**src/rtl/leaf_accum_pkg.sv**
```systemverilog
// leaf_accum_pkg: shared types and constants for leaf_accum_stage.
//   leaf_state_e  - two-state FSM encoding (ACCUM, EMIT)
//   *_DEF         - default parameter values for the stage
//   sat_add       - saturating add used when LEAF_ACCUM_SATURATE_EN is defined
package leaf_accum_pkg;

    typedef enum logic [0:0] {
        ACCUM = 1'b0,
        EMIT  = 1'b1
    } leaf_state_e;

    localparam int unsigned DATA_W_DEF    = 8;
    localparam int unsigned SUM_W_DEF     = 12;
    localparam int unsigned BLOCK_LEN_DEF = 4;
    localparam int unsigned CNT_W_DEF     = 8;

    typedef struct packed {
        logic        ovf;
        logic [63:0] sum;
    } sat_res_t;

    // Adds a and b and clamps the result to 2^w-1 (w <= 64); ovf flags a clamp.
    function automatic sat_res_t sat_add(input logic [63:0] a,
                                         input logic [63:0] b,
                                         input int unsigned w);
        logic [64:0] full;
        logic [64:0] limit;
        sat_res_t    res;
        full  = {1'b0, a} + {1'b0, b};
        limit = (65'd1 << w) - 65'd1;
        if (full > limit) begin
            res.sum = limit[63:0];
            res.ovf = 1'b1;
        end else begin
            res.sum = full[63:0];
            res.ovf = 1'b0;
        end
        return res;
    endfunction

endpackage

```
**src/rtl/leaf_accum_stage.sv**
```systemverilog
// leaf_accum_stage: accumulates a valid/ready sample stream into blocks of up
// to BLOCK_LEN beats (closed early by in_last) and emits one summary beat
// (sum, count) per block over valid/ready.
//
// Ports:
//   clk, rst            clock (rising edge), async active-high reset
//   in_valid/in_ready   upstream sample handshake
//   in_data, in_last    sample value, early block close
//   out_valid/out_ready downstream summary handshake
//   out_sum, out_count  block sum, number of samples in block
//   out_ovf             (LEAF_ACCUM_SATURATE_EN only) a saturation occurred
//
// Build option: define LEAF_ACCUM_SATURATE_EN for a saturating accumulator
// and the out_ovf port; otherwise the sum wraps modulo 2^SUM_W.
module leaf_accum_stage
    import leaf_accum_pkg::*;
#(
    parameter int unsigned DATA_W    = DATA_W_DEF,
    parameter int unsigned SUM_W     = SUM_W_DEF,
    parameter int unsigned BLOCK_LEN = BLOCK_LEN_DEF,
    parameter int unsigned CNT_W     = CNT_W_DEF
) (
    input  logic              clk,
    input  logic              rst,
    input  logic              in_valid,
    output logic              in_ready,
    input  logic [DATA_W-1:0] in_data,
    input  logic              in_last,
    output logic              out_valid,
    input  logic              out_ready,
    output logic [SUM_W-1:0]  out_sum,
    output logic [CNT_W-1:0]  out_count
`ifdef LEAF_ACCUM_SATURATE_EN
    ,
    output logic              out_ovf
`endif
);

    leaf_state_e      state_q;
    logic [SUM_W-1:0] acc_q;
    logic [SUM_W-1:0] acc_d;
    logic [CNT_W-1:0] cnt_q;
    logic [CNT_W-1:0] cnt_d;
    logic [SUM_W-1:0] out_sum_q;
    logic [CNT_W-1:0] out_count_q;
    logic             close_blk;
`ifdef LEAF_ACCUM_SATURATE_EN
    logic             ovf_q;
    logic             ovf_d;
    logic             out_ovf_q;
    sat_res_t         sat;
`endif

    // Candidate accumulator/count including the beat currently offered.
    always_comb begin
        cnt_d = cnt_q + CNT_W'(1);
`ifdef LEAF_ACCUM_SATURATE_EN
        sat   = sat_add(64'(acc_q), 64'(in_data), SUM_W);
        acc_d = sat.sum[SUM_W-1:0];
        ovf_d = ovf_q | sat.ovf;
`else
        acc_d = acc_q + SUM_W'(in_data);
`endif
        // in_last on the BLOCK_LEN-th beat still closes just one block.
        close_blk = in_last || (cnt_d == CNT_W'(BLOCK_LEN));
    end

    always_ff @(posedge clk or posedge rst) begin
        if (rst) begin
            state_q     <= ACCUM;
            acc_q       <= '0;
            cnt_q       <= '0;
            out_sum_q   <= '0;
            out_count_q <= '0;
`ifdef LEAF_ACCUM_SATURATE_EN
            ovf_q       <= 1'b0;
            out_ovf_q   <= 1'b0;
`endif
        end else begin
            case (state_q)
                ACCUM: begin
                    if (in_valid) begin
                        if (close_blk) begin
                            out_sum_q   <= acc_d;
                            out_count_q <= cnt_d;
                            acc_q       <= '0;
                            cnt_q       <= '0;
`ifdef LEAF_ACCUM_SATURATE_EN
                            out_ovf_q   <= ovf_d;
                            ovf_q       <= 1'b0;
`endif
                            state_q     <= EMIT;
                        end else begin
                            acc_q <= acc_d;
                            cnt_q <= cnt_d;
`ifdef LEAF_ACCUM_SATURATE_EN
                            ovf_q <= ovf_d;
`endif
                        end
                    end
                end
                EMIT: begin
                    if (out_ready) begin
                        state_q <= ACCUM;
                    end
                end
                default: state_q <= ACCUM;
            endcase
        end
    end

    // Handshake flags decode straight from the state register, so reset
    // drops out_valid (and raises in_ready) asynchronously.
    assign in_ready  = (state_q == ACCUM);
    assign out_valid = (state_q == EMIT);
    assign out_sum   = out_sum_q;
    assign out_count = out_count_q;
`ifdef LEAF_ACCUM_SATURATE_EN
    assign out_ovf   = out_ovf_q;
`endif

endmodule

```
**config.mk**
```make
export PLATFORM = sky130hd
export DESIGN_NAME = leaf_accum_stage
export DESIGN_NICKNAME = d
export VERILOG_FILES = /design/src/rtl/leaf_accum_pkg.sv /design/src/rtl/leaf_accum_stage.sv
export SDC_FILE = /design/constraint.sdc
export NUM_CORES = 1
export LEC_CHECK = 0
export CAP_MARGIN = 30
export CORE_ASPECT_RATIO = 1.4
export CORE_MARGIN = 2
export CORE_UTILIZATION = 58
export CTS_CLUSTER_DIAMETER = 40
export CTS_CLUSTER_SIZE = 40
export DETAILED_ROUTE_END_ITERATION = 6
export PLACE_DENSITY = 0.87
export SLEW_MARGIN = 20
export SYNTH_ARGS = -nofsm -noshare
export SYNTH_HDL_FRONTEND = slang
export SYNTH_SLANG_ARGS = --single-unit
export TNS_END_PERCENT = 30
```
**constraint.sdc**
```tcl
create_clock -name clk -period 4.2 [get_ports clk]
set_clock_uncertainty 0.1 [all_clocks]
set_input_delay 1.05 -clock clk [delete_from_list [all_inputs] [get_ports clk]]
set_output_delay 1.05 -clock clk [all_outputs]
set_load 0.05 [all_outputs]
```
==> results.txt <==
- The initial utilization of the core area, before any placement, comes to 59.6%.
- Largest cells by area after synthesis: dfrtp_1 (44%), o21ai_0 (5.6%), ha_1 (5.4%)
* Count of endpoints failing hold in the final timing report: 0
* Switching portion of total power: 43.1%
- Overall track demand over capacity in global routing: 25.0%
- Antenna violations before repair: 0
- Combinational logic is responsible for around half of the overall power.
- Of all flip-flops after synthesis, the portion carrying an async set or reset was 100%.
- The first routing iteration left 65 violations.
* WL per Instance: roughly 17 um
- The final count of pins violating max slew was 0.
* Height of the chip: 78.7 um
- Row count: 27
* Crit path setup slack, layout: 1.07 ns
* Share of the yosys chip area belonging to registers: 44.3%
- Worst setup SP type: input pin
* First-pass GRT wire length: 8.74 mm
* Most frequently used flop master after synthesis: dfrtp_1
- CTS tree: done
* Clock network fraction of design power: 17.9%
* Status: finished, final reports clean
- Area share of the leading cell type in the synthesized netlist: 44.3%
* Nature of the critical path endpoint: flip-flop
- Summed over all layers, the global routing overflow is 0.
- At the placement stage, the worst setup path has a slack of 0.777 ns.
- After layout, the design draws a total of 1840 uW.
* Highest-count cells in the layout ignoring fill and taps: dfrtp_1 (41), clkdlybuf4s50_1 (34), nand2_1 (30), o21ai_0 (26)
- Cells after Synth: 234
* Gate family responsible for the most delay along the worst path: compound AO/OA/AOI/OAI gates
- Final cell utilization of the core: between 70% and 80%
* Combined buffer and inverter count along the critical path: 1
- Post-DR vias/cell: 6.06
- Max FO, Critical Path: 3
- Max incr delay on CP: 0.42 ns
* Buffer cell driving the clock tree root: clkbuf_8
- Floorplan Core Area: 3880 um^2
* Post-synthesis to final-layout area growth: 21.3%
* CTS clk-pin slew, worst paths: about 0.080 ns
* Hold/Removal Path Class: flip-flop to flip-flop
- Across the VDD grid, the largest voltage drop is 0.494 mV.
- In this run, post-CTS hold repair placed 0 buffers.
* Actual transition at the worst max-transition pin: roughly 0.62 ns
- Clock tree synthesis inserted a total of 5 buffers.
* YS warnings: 0
* Latest clock arrival within the worst-skew pair: 0.30 ns
* Yosys top cell by area: dfrtp_1
- Post-detailed-placement half-perimeter wirelength: 3.64 mm
- The critical path is of the input pin to flip-flop type.
* Total power per unit cell area: 656 nW/um^2
- The count of cells in the finished layout, fillers not included, comes to roughly 320.
* Worst path cell trace: clkdlybuf4s50_1, ha_1, fa_1, a211o_1, a21oi_1, o21bai_1, xor2_1, mux2_4
* Total detailed-routing wirelength: 5.23 mm
- Power Internal: around 1000 uW
- Area of the mapped netlist: 2310 um^2
- Critical path arrival: 3.21 ns
* Mean area per synthesized cell: 9.89 um^2
- Synthesis instantiated 49 different standard cells from the library.
- Final weighted congestion of routability-driven global placement: 0.920
- In this run the remaining antenna-violating nets after routing total 0.
- The number of nets in the synthesized netlist is about 260.
- 0 antenna diodes ended up in the layout.
- Number of flip-flops and latches in the synthesized netlist: 41
- Commonest non-fill, non-tap cell in the layout: dfrtp_1
- Sequential fraction of design power: 32.7%
- Crit share post-route: roughly 74%
- STA puts the critical path data required time at 4.29 ns.
- The largest individual stage delay along the critical path comes from the cell fa_1.
- The via count of the first global-routing pass is 1943.
- Cells with a size suffix above 1 make up 9.19% of the layout.
* Max Clk Rate: 0.320 GHz
- Entering global routing, the biggest net connects 42 pins.
- Net switching power: 795 uW
* CTS Sinks: a little over 40
- DRC violation count after routing: 0
- Number of flops mapped to enable cells by yosys: 0
* Overall die area: 4520 um^2
- P_leak: 0.00123 uW
- Period minus WS final: 3.13 ns
- After the last flow step, the layout net total stands at 295.
- Post-CTS timing repair inserted 0 buffers for setup.
- Number of levels the H-tree was split into: 2
- Count of port buffers added during placement: 34
* Setup violation total in the final timing report: 0
* Number of placed instances with taps included: 307
- In this run the horizontal extent of the chip is 57.4 um.
* I/O pin count: 35
* RSZ-0062 raised after global routing: false
* Vias post-DR: between 1500 and 2000
* Post-CTS sizing: 0
* Max-cap violations: 0
- Counting along the longest clock path gives a buffer depth of 2.
* Pre-Repair DR Iteration Count: 4
- Fin Setup TNS: 0 ns
- Worst max-slew margin expressed relative to the limit: between 50% and 60%
## logic make-up after synthesis
group | Yosys count | share of synthesized area [%]
AOI/OAI and AO/OA | 76 | 22.1
and+or+nand+nor | 72 | 15.7
xor gates and xnor gates | 12 | 4.54
DFF | 41 | 44.3
muxes | 7 | 3.68
buffers and inverters | 15 | 3.35
adders and majority gates | 11 | 6.27
## sequential cells by signal, summed over array words and instances (netlist names)
register,flops
acc_q,12
cnt_q,8
out_count,8
out_sum,12
out_valid,1
## metal layers
metal | share of wire (%) | GRT usage, %
met1 | 40 | 30.0
met4 | 3.0 | 12.8
met5 | 0 | 0
met3 | 4.0 | 4.56
met2 | 53 | 42.3
## worst register-to-register path: stages, from the launching register on
cell and delay (ns):
dfrtp_1 0.46, ha_1 0.28, nand2b_1 0.22, a2111oi_4 0.45, or3_4 0.30, and2_4 0.22, mux2_4 0.30
## synthesized netlist by cell type (2+ instances only)
cell and number:
a22o_1 5, nand2b_1 7, mux2_2 4, o31ai_1 4, nand3_1 5, a22oi_1 3, or3_4 2, xor2_1 3
ha_1 10, buf_6 2, xnor2_1 9, nor3_1 3, buf_2 2, mux2_4 2, a31oi_1 6, a21o_1 6
nor2_1 11, a211oi_1 2, o21ai_0 26, and3_1 5, a21oi_1 11, dfrtp_1 41, inv_1 6, nand2_1 30
clkbuf_1 4, o211ai_1 2
## worst paths after layout
check | start | to | slack (ns) | cells past startpoint
worst max-delay path | in_data[0] | out_sum[6] | 1.07 | 8
worst min-delay path | out_count[4] | out_count[4] | 0.38 | 2
worst max register to register | cnt_q[0] | out_sum[7] | 1.76 | 6
worst min register to register | out_count[4] | out_count[4] | 0.38 | 2
max in group asynchronous | rst | cnt_q[0] | 2.55 | 3
min in group asynchronous | rst | acc_q[0] | 1.07 | 3
## final cells by class
type,instances,area [um^2]
multi-input cells,178,1210
fillers,290,1080
flip-flops and latches,41,1030
repair buffers,39,378
clock buffers,7,86.3
well taps,43,53.8
clock inverters,1,30.0
inverters,6,22.5
## stage by stage
stage / hold slack [ns] / cell area, um^2
floorplan: 0.353 / 2310
global placement: 0.360 / 2690
detailed placement: 0.369 / 2690
CTS: 0.388 / 2810
global route: 0.417 / 2810
finish: 0.381 / 2810
## power groups by stage
| stage | registers [uW] | logic, uW | clock network (uW) |
|---|---|---|---|
| after floorplan | 809 | 450 | 0 |
| after global placement | 602 | 882 | 0 |
| after detailed placement | 608 | 901 | 0 |
| after CTS | 603 | 910 | 335 |
| after global routing | 621 | 975 | 353 |
| final | 603 | 911 | 330 |
(Power assumes the default switching activity.)
